[src/rtl/fetch_if.sv]
// Instruction-memory read channel between the fetch controller and memory.
interface fetch_if #(
  parameter int unsigned ADDR_W = 32,
  parameter int unsigned INSN_W = 32
);
  logic              imem_req;
  logic [ADDR_W-1:0] imem_addr;
  logic              imem_ack;
  logic [INSN_W-1:0] imem_rdata;

  modport master (output imem_req, output imem_addr, input imem_ack, input imem_rdata);
  modport slave  (input imem_req, input imem_addr, output imem_ack, output imem_rdata);
endinterface

[src/rtl/fetch_ctrl.sv]
// Instruction fetch controller: issues sequential reads, handles memory wait
// states, downstream stalls, branch redirects and fetch enable. A read, once
// issued, keeps its address until acknowledged; redirects that arrive while a
// read is in flight go through KILL so the stale data is dropped.
module fetch_ctrl #(
  parameter int unsigned       ADDR_W   = 32,
  parameter int unsigned       INSN_W   = 32,
  parameter logic [ADDR_W-1:0] RESET_PC = '0
) (
  input  logic              clk,
  input  logic              reset,
  input  logic              cpu_en,
  input  logic              stall,
  input  logic              br_taken,
  input  logic [ADDR_W-1:0] br_addr,
  fetch_if.master           imem,
  output logic [ADDR_W-1:0] if_pc,
  output logic [INSN_W-1:0] if_insn,
  output logic              if_valid
);

  typedef enum logic [1:0] {IDLE, REQ, HOLD, KILL} state_t;

  localparam logic [ADDR_W-1:0] PC_INC = ADDR_W'(4);

  state_t            state;
  logic [ADDR_W-1:0] fetch_pc;
  logic [ADDR_W-1:0] req_addr;
  logic [ADDR_W-1:0] br_tgt;
  logic              req;
  logic              xfer;

  // Request is withheld in REQ only while a valid instruction is stalled at
  // the output, so a new one can never overwrite it.
  always_comb begin
    req    = (state == KILL) || ((state == REQ) && !(if_valid && stall));
    xfer   = req && imem.imem_ack;
    br_tgt = br_addr & ~ADDR_W'(3);
  end

  assign imem.imem_req  = req;
  assign imem.imem_addr = req_addr;

  // Fetch state machine; priority is cpu_en, then branch, then normal flow.
  always_ff @(posedge clk or negedge reset) begin
    if (!reset) begin
      state    <= IDLE;
      fetch_pc <= RESET_PC;
      req_addr <= RESET_PC;
      if_pc    <= '0;
      if_insn  <= '0;
      if_valid <= 1'b0;
    end else if (!cpu_en) begin
      fetch_pc <= RESET_PC;
      if_valid <= 1'b0;
      if_insn  <= '0;
      // An unacknowledged read must still complete before going idle.
      if ((state == REQ || state == KILL) && !xfer) state <= KILL;
      else                                          state <= IDLE;
    end else if (br_taken) begin
      fetch_pc <= br_tgt;
      if_valid <= 1'b0;
      if_insn  <= '0;
      if ((state == REQ || state == KILL) && !xfer) begin
        state <= KILL;
      end else begin
        req_addr <= br_tgt;
        state    <= REQ;
      end
    end else begin
      case (state)
        IDLE: begin
          req_addr <= fetch_pc;
          state    <= REQ;
        end
        REQ: begin
          if (xfer) begin
            if_insn  <= imem.imem_rdata;
            if_pc    <= req_addr;
            if_valid <= 1'b1;
            fetch_pc <= req_addr + PC_INC;
            req_addr <= req_addr + PC_INC;
            state    <= stall ? HOLD : REQ;
          end else if (if_valid && !stall) begin
            if_valid <= 1'b0;
          end
        end
        HOLD: begin
          if (!stall) begin
            if_valid <= 1'b0;
            req_addr <= fetch_pc;
            state    <= REQ;
          end
        end
        KILL: begin
          if (xfer) begin
            req_addr <= fetch_pc;
            state    <= REQ;
          end
        end
        default: state <= IDLE;
      endcase
    end
  end

endmodule

[src/flat_wrapper.sv]
// flat-port wrapper written by rule: the top's interface ports become plain ports
module fetch_ctrl_flat 
#(
  parameter int unsigned       ADDR_W   = 32,
  parameter int unsigned       INSN_W   = 32,
  parameter logic [ADDR_W-1:0] RESET_PC = '0
)
  (clk, reset, cpu_en, stall, br_taken, br_addr, if_pc, if_insn, if_valid, imem_imem_req, imem_imem_addr, imem_imem_ack, imem_imem_rdata);
  fetch_if #(.ADDR_W(ADDR_W), .INSN_W(INSN_W)) imem_i ();
  input  logic clk;
  input  logic reset;
  input  logic cpu_en;
  input  logic stall;
  input  logic br_taken;
  input  logic [ADDR_W-1:0] br_addr;
  output logic [ADDR_W-1:0] if_pc;
  output logic [INSN_W-1:0] if_insn;
  output logic if_valid;
  output wire logic [$bits(imem_i.imem_req)-1:0] imem_imem_req;
  output wire logic [$bits(imem_i.imem_addr)-1:0] imem_imem_addr;
  input wire logic [$bits(imem_i.imem_ack)-1:0] imem_imem_ack;
  input wire logic [$bits(imem_i.imem_rdata)-1:0] imem_imem_rdata;
  assign imem_imem_req = imem_i.imem_req;
  assign imem_imem_addr = imem_i.imem_addr;
  assign imem_i.imem_ack = imem_imem_ack;
  assign imem_i.imem_rdata = imem_imem_rdata;
  fetch_ctrl #(.ADDR_W(ADDR_W), .INSN_W(INSN_W), .RESET_PC(RESET_PC)) u_core (.clk(clk), .reset(reset), .cpu_en(cpu_en), .stall(stall), .br_taken(br_taken), .br_addr(br_addr), .imem(imem_i), .if_pc(if_pc), .if_insn(if_insn), .if_valid(if_valid));
endmodule
[config.mk]
export PLATFORM = sky130hd
export DESIGN_NAME = fetch_ctrl_flat
export DESIGN_NICKNAME = d
export VERILOG_FILES = /design/src/rtl/fetch_if.sv /design/src/rtl/fetch_ctrl.sv /design/src/flat_wrapper.sv
export SDC_FILE = /design/constraint.sdc
export NUM_CORES = 1
export LEC_CHECK = 0
export BUFFER_PORTS_ARGS = -buffer_cell sky130_fd_sc_hd__buf_2
export CAP_MARGIN = 30
export CORE_UTILIZATION = 40
export DETAILED_ROUTE_END_ITERATION = 10
export GPL_TIMING_DRIVEN = 0
export HOLD_SLACK_MARGIN = 0.15
export PLACE_DENSITY_LB_ADDON = 0.1
export SYNTH_ARGS = -nofsm -noshare
export SYNTH_HDL_FRONTEND = slang
export SYNTH_SLANG_ARGS = --single-unit
[constraint.sdc]
create_clock -name clk -period 2.19 [get_ports clk]
set_input_delay 0 -clock clk [delete_from_list [all_inputs] [get_ports clk]]
set_output_delay 0 -clock clk [all_outputs]
set_load 0.05 [all_outputs]
==> results of run 1 <==
## sequential cells by signal, indices dropped and copies added (netlist names)
name	cells
u_core.if_insn	32
u_core.fetch_pc	32
u_core.imem.imem_addr	32
u_core.if_valid	1
u_core.state	2
u_core.if_pc	32
## layer usage
layer / track usage / vias up / wire length (µm)
met5: 0 / - / 0
met4: 0.1122 / 0 / 564
met3: 0.06189 / 36 / 1583
met2: 0.4420 / 279 / 10720
met1: 0.3770 / 3292 / 10250
li1: - / 3189 / -
## cells in the final DEF, fill, tap and decap left out, types with 12 or more instances in the layout
master / synthesis / final
nand2_1: 183 / 182
buf_2: 8 / 167
dfrtp_1: 131 / 118
dlygate4sd3_1: 0 / 67
a21oi_1: 64 / 62
o21ai_0: 52 / 49
nor2_1: 39 / 38
clkbuf_1: 46 / 29
xnor2_1: 19 / 19
o22ai_1: 18 / 18
clkbuf_16: 0 / 18
a22oi_1: 17 / 17
inv_1: 16 / 16
clkbuf_2: 1 / 16
nand3_1: 17 / 16
buf_4: 4 / 15
dfrtp_2: 0 / 12
## power by group through the flow
stage / combinational [mW] / clock, mW / sequential, mW
after floorplan: 2.09 / 0 / 5.58
after global placement: 5.50 / 0 / 3.76
after detailed placement: 5.52 / 0 / 3.77
after CTS: 5.80 / 2.83 / 3.71
after global routing: 6.29 / 2.94 / 3.84
final: 5.88 / 2.81 / 3.75
## synth_stat cells (6+ instances only)
cell type  count
a31oi_1        7
a22oi_1       17
nand2_1      183
nor2_1        39
o22ai_1       18
o31a_1         9
xnor2_1       19
nor3_1        10
a21oi_1       64
nand3_1       17
nand4_1        7
o21ai_0       52
buf_2          8
o211ai_1       7
clkbuf_1      46
dfrtp_1      131
a222oi_1       9
a211o_1        7
inv_1         16
o2bb2ai_1      7
nor4_1         6
## kinds of logic (layout without fill, tap and decap cells)
| logic type | count (synthesis) | after routing | synth area share |
|---|---|---|---|
| fa+ha+maj | 4 | 4 | 0.007570 |
| mux | 5 | 5 | 0.007759 |
| buf+inv | 77 | 349 | 0.04769 |
| compound gates | 220 | 220 | 0.2120 |
| xor+xnor | 24 | 24 | 0.03179 |
| simple gates | 295 | 295 | 0.1974 |
| flops | 131 | 131 | 0.4958 |
## how the worst min path moves through the flow
stage                     cells after the start                start                              to  slack [ps]
final                                         5             br_taken     u_core.state[1]$_DFFE_PN0P_         340
after global routing                          4   imem_imem_rdata[3]   u_core.if_insn[3]$_DFFE_PN0P_         350
after CTS                                     4             br_taken  u_core.fetch_pc[9]$_DFFE_PN0P_         300
after detailed placement                      1                reset     u_core.if_pc[9]$_DFFE_PN0P_          -2
after global placement                        3  imem_imem_rdata[30]  u_core.if_insn[30]$_DFFE_PN0P_         240
after floorplan                               0                reset  u_core.fetch_pc[0]$_DFFE_PN0P_        -300
## worst max-delay path: cells and delay by family (launching register included)
kind,cells,cell delay (ps)
DFF,1,440
buffers and inverters,1,160
AOI/OAI and AO/OA,3,530
and+or+nand+nor,2,720
adders and majority gates,1,170
## metrics by stage
step	setup WS, ps	cell area (µm²)	total power, mW
after floorplan	-43.10	6661	7.663
after global placement	-1268	7752	9.262
after detailed placement	-642.4	7794	9.296
after CTS	-72.08	9155	12.34
after global routing	-57.39	9288	13.08
final	14.53	9288	12.43
## final cells by class
cell class	count	area share
Clock inverter	5	0.008083
Tap cell	216	0.02910
Multi-Input combinational cell	548	0.3388
Inverter	16	0.006466
Buffer	58	0.03449
Clock buffer	27	0.05308
Sequential cell	131	0.3550
Timing Repair Buffer	243	0.1750
## timing repair
item | CTS | global route
buffers inserted | 5 | 4
hold buffers | 67 | 0
pin swaps | 2 | 13
endpoints found under the hold margin | 228 | 0
gates resized for setup | 36 | 36
cloned | 0 | 1
setup endpoints to repair | 125 | 111
==> qor.yml, run 1 <==
outcome:
  status: "finished clean"
placed_design:
  place.port_buffers: 164
  dp_hpwl_um: 15210
  globalplace.congestion: 0.8431
  dp_cells: 1138
route:
  wl_per_cell_um: 18.58
  wl_um: 23120
  drc: 0
  vias_per_cell: 5.463
  firstDrtPassIters: 7
  vias: 6796
  ant_nets: 0
  drt-initial-drc-count: 550
power:
  p_int_mw: 6.504
  power_frac_clock: 0.226
  p_comb_frac: 0.473
  seqPwrFrac: 0.301
  p_sw_mw: 5.930
  sw_frac_of_total: 0.4770
  power_leakage_nw: 4.325
  powerDensity_mw_per_mm2: 1339
  ir_drop_v: 0.0007515
sta:
  relSlewSlack: 0.5213
  timing.final.crit_share: 0.9934
  worstMarginPinSlew_ps: 718.1
  rsz0062_at_grt: "yes"
  clock_skew_ps: 7.338
  finalHoldViolCount: 0
  setup_viol: 0
  setup_tns_ps: 0
  period_needed_ps: 2175
  hold_ws_ps: 338.1
  drv_slew: 0
  max_freq_mhz: 459.7
floorplanning:
  dieArea_mm2: 0.01705
  coreArea_mm2: 0.01600
  io_pins: 168
  initial_core_util: 0.4132
  rows: 46
  fp.dieH_um: 130.6
  fp.dieW_um: 130.6
setup_path:
  reg2reg_slack_ps: 10
  critical_path.cell_chain: "ha_4 -> nand4_4 -> or4_4 -> buf_8 -> o31a_1 -> o31ai_2 -> a21oi_1"
  reg2reg_from: "u_core.imem.imem_addr[2]$_DFFE_PN0P_"
  critical_path_peak_fanout: 5
  end_kind: "flip-flop"
  worst_ep_arrival_time_ps: 2460
  critPathLaunchType: "flip-flop"
  worst-setup-path-type: "flip-flop to flip-flop"
  cp-endpoint: "u_core.fetch_pc[26]$_DFFE_PN0P_"
  slowest_delay_ps: 580
  regToRegEndpoint: "u_core.fetch_pc[26]$_DFFE_PN0P_"
  reg2reg_depth: 7
  worstPathRequired_ps: 2470
  startpoint: "u_core.imem.imem_addr[2]$_DFFE_PN0P_"
  slowest_stage: "or4_4"
clock_tree:
  cts-root-buf: "clkbuf_16"
  cts_inserted_buffers: 17
  clk_pin_slew_ps: 60
  cts.sinks: 131
  clock_tree.buffer_depth: 2
  clkLatencyLatePin_ps: 430
  cts_tree: "built"
  h-tree-depth: 4
synth:
  synth-seq-cells: 131
  synth_fp_nets: 830
  ys_types: 55
  yosysTopAreaCellShare: 0.4958
  yosysSeqAreaShare: 0.4958
  synth_area_mm2: 0.006611
  synthTopCellsByArea: "dfrtp_1 50%, nand2_1 10%, a21oi_1 4.8%"
  synth_edf_count: 0
  yosysWarnings: 0
  yosys_most_used_dff: "dfrtp_1"
  synthCells: 756
  synth.avg_cell_area_um2: 8.745
  synth_area_leader_cell: "dfrtp_1"
  async_flop_share: 1.000
global_routing:
  grt_max_degree: 79
  grt_usage: 0.2810
  antenna_found_initial: 0
  grt_first_pass_wirelength_um: 35730
  grt_overflow_total: 0
  grt_pass1_vias: 6447
finish:
  drive_gt1_frac: 0.2665
  multi_input_area_mm2: 0.003147
  n_fill_cell: 1474
  n_antenna_cell: 0
  syn2layout_area_growth_pct: 40.48
  final_cell_count_no_fill: 1244
  finalCoreUtilization: 0.5805
  nNetsFinal: 1089
  seqCellArea_mm2: 0.003297
job:
  cap_viol_max_count: 0
worst_hold_path:
  hold_class: "input pin to flip-flop"
No activity file was read; power rests on OpenSTA's default activity.
==> inputs of run 2 (changes only) <==
--- a/config.mk
+++ b/config.mk
@@ -5,8 +5,10 @@
 export SDC_FILE = /design/constraint.sdc
 export NUM_CORES = 1
 export LEC_CHECK = 0
+export ABC_AREA = 1
 export BUFFER_PORTS_ARGS = -buffer_cell sky130_fd_sc_hd__buf_2
 export CAP_MARGIN = 30
+export CORE_MARGIN = 1
 export CORE_UTILIZATION = 40
 export DETAILED_ROUTE_END_ITERATION = 10
 export GPL_TIMING_DRIVEN = 0
==> qor.yml, run 2 <==
route:
  wl_um: 20780
  drc: 0
  ant_nets: 0
  vias_per_cell: 4.816
  firstDrtPassIters: 5
  wl_per_cell_um: 15.70
  vias: 6377
  drt-initial-drc-count: 377
sta:
  finalWorstSetupSlack_ps: 112.0
  setup_tns_ps: 0
  clock_skew_ps: 9.471
  worstMarginPinSlew_ps: 619.4
  setup_viol: 0
  relSlewSlack: 0.5870
  finalHoldViolCount: 0
  drv_slew: 0
  timing.final.crit_share: 0.9488
  max_freq_mhz: 481.2
  rsz0062_at_grt: "no"
  period_needed_ps: 2078
  hold_ws_ps: 340.4
power:
  powerDensity_mw_per_mm2: 1289
  power_mw: 11.56
  sw_frac_of_total: 0.4893
  p_sw_mw: 5.657
  p_int_mw: 5.904
  ir_drop_v: 0.0008116
  seqPwrFrac: 0.325
  power_leakage_nw: 4.847
  power_frac_clock: 0.235
  p_comb_frac: 0.440
setup_path:
  critPathLaunchType: "flip-flop"
  cp.depth: 8
  end_kind: "flip-flop"
  worst-path-buf-inv: 2
  slowest_stage: "dfrtp_1"
  worst_ep_arrival_time_ps: 2430
  worstPathRequired_ps: 2540
  worst-setup-path-type: "flip-flop to flip-flop"
  reg2reg_depth: 8
  critical_path.cell_chain: "ha_1 -> inv_2 -> nand3_2 -> nand3_4 -> nor2_4 -> nor2_4 -> clkbuf_1 -> a22o_1"
  reg2reg_from: "u_core.state[0]$_DFFE_PN0P_"
  crit_path_frequent_cell: "nor2_4"
  critical_path_peak_fanout: 10
  reg2reg_slack_ps: 110
  cp_top_family: "simple AND/OR/NAND/NOR gates"
  regToRegEndpoint: "u_core.if_insn[5]$_DFFE_PN0P_"
  slowest_delay_ps: 420
finish:
  n_fill_cell: 1510
  n_antenna_cell: 0
  final_cell_count_no_fill: 1324
  syn2layout_area_growth_pct: 36.68
  final_common_cell: "nand2_1"
  drive_gt1_frac: 0.2184
  multi_input_area_mm2: 0.002954
  seqCellArea_mm2: 0.003278
  nNetsFinal: 1169
  final_cell_mix: "402 x nand2_1, 176 x buf_2, 131 x dfrtp_1"
synth:
  synth_area_mm2: 0.006560
  synth.avg_cell_area_um2: 7.800
  yosysTopAreaCellShare: 0.4997
  yosysWarnings: 0
  synthCells: 841
  synth_most_common_cell: "nand2_1"
  synthTopCellsByArea: "dfrtp_1 50%, nand2_1 23%, a22o_1 4.5%"
  synth_fp_nets: 915
  yosys_most_used_dff: "dfrtp_1"
  ys_types: 32
  synthTopCellsByCount: "402 x nand2_1, 131 x dfrtp_1, 46 x nor2_1"
  async_flop_share: 1.000
  synth-seq-cells: 131
  yosysSeqAreaShare: 0.4997
  synth_area_leader_cell: "dfrtp_1"
  synth_edf_count: 0
worst_hold_path:
  worstHoldStart: "imem_imem_rdata[26]"
  hold_class: "input pin to flip-flop"
  hold_end: "u_core.if_insn[26]$_DFFE_PN0P_"
  whs_path_depth: 3
clock_tree:
  cts_tree: "built"
  h-tree-depth: 4
  cts-root-buf: "clkbuf_16"
  post_cts_buffers: 0
  cts.sinks: 131
  clock_tree.buffer_depth: 2
  clk_pin_slew_ps: 60
  cts_inserted_buffers: 17
  clkLatencyLatePin_ps: 420
placed_design:
  dp_hpwl_um: 14760
  globalplace.congestion: 0.9064
  dpl_worst_slack_ps: -2.420
  dp_cells: 1223
  place.port_buffers: 165
global_routing:
  grt_usage: 0.2548
  grt_overflow_total: 0
  grt_first_pass_wirelength_um: 32060
  grt_max_degree: 82
  antenna_found_initial: 0
  grt_pass1_vias: 6125
floorplanning:
  initial_core_util: 0.4115
  dieArea_mm2: 0.01692
  coreArea_mm2: 0.01594
  rows: 46
  fp.dieW_um: 130.1
  io_pins: 168
  fp.dieH_um: 130.1
job:
  cap_viol_max_count: 0
outcome:
  status: "finished clean"
==> run 2: cell count changes after synthesis, sizes merged, moves of 18 or more <==
| cell | change |
|---|---|
| inv | +30 |
| nand2 | +222 |
| a22o | +29 |
| clkbuf | -33 |
| xnor2 | -18 |
| a21oi | -60 |
==> run 2: cells by family (layout without fill, tap and decap cells) <==
| logic type | count (synthesis) | in the layout | share of synthesized area |
|---|---|---|---|
| fa+ha+maj | 4 | 4 | 0.007630 |
| flops | 131 | 131 | 0.4997 |
| simple gates | 490 | 490 | 0.2972 |
| xor+xnor | 15 | 15 | 0.02003 |
| buf+inv | 82 | 349 | 0.05341 |
| compound gates | 119 | 119 | 0.1221 |
==> run 2: layer usage <==
layer / wire length [µm] / GRT usage / up-vias
met5: 0 / 0 / -
met4: 449 / 0.09986 / 0
met3: 1110 / 0.04551 / 29
met2: 9574 / 0.4186 / 205
met1: 9650 / 0.3338 / 2943
li1: - / - / 3200
==> run 2: worst register-to-register path, stage by stage, from the launching register on <==
cell and delay (ps):
dfrtp_1 420, ha_1 230, inv_2 100, nand3_2 100, nand3_4 110, nor2_4 50, nor2_4 320, clkbuf_1 430
a22o_1 240
==> run 2: worst max path at each step <==
stage,startpoint,end,slack (ps)
floorplan,u_core.imem.imem_addr[2]$_DFFE_PN0P_,u_core.imem.imem_addr[22]$_DFFE_PN0P_,240
global placement,reset,u_core.state[0]$_DFFE_PN0P_,-760
detailed placement,u_core.state[0]$_DFFE_PN0P_,u_core.fetch_pc[11]$_DFFE_PN0P_,-2
CTS,u_core.state[1]$_DFFE_PN0P_,u_core.state[0]$_DFFE_PN0P_,20
global route,u_core.imem.imem_addr[2]$_DFFE_PN0P_,u_core.fetch_pc[24]$_DFFE_PN0P_,0.6
finish,u_core.state[0]$_DFFE_PN0P_,u_core.if_insn[5]$_DFFE_PN0P_,110
==> run 2: power by group through the flow <==
stage                     registers [mW]  logic [mW]  clock network [mW]
after global placement              3.78        4.92                   0
after detailed placement            3.78        4.94                   0
final                               3.76        5.08                2.72
after floorplan                     5.49        1.73                   0
after global routing                3.85        5.52                2.86
after CTS                           3.75        5.06                2.77
==> run 2: cell type report <==
cell class | instances | share of cell area
timing repair buffer | 235 | 0.1729
clock buffer | 18 | 0.04786
clock inverter | 14 | 0.01451
multi-input combinational | 628 | 0.3295
sequential | 131 | 0.3656
tap | 216 | 0.03014
inverter | 47 | 0.01982
buffer | 35 | 0.01968
==> run 2: metrics by stage <==
stage,instance area (µm²),utilization
5_1_grt,8966,0.5624
3_3_place_gp,7656,0.4802
2_1_floorplan,6560,-
4_1_cts,8941,0.5608
6_report,8966,0.5624
3_5_place_dp,7690,0.4823
==> run 2: timing repair <==
item | CTS | global route
hold endpoints to repair | 228 | 0
setup endpoints to repair | 8 | 73
gates resized for setup | 1 | 9
hold buffers | 69 | 0
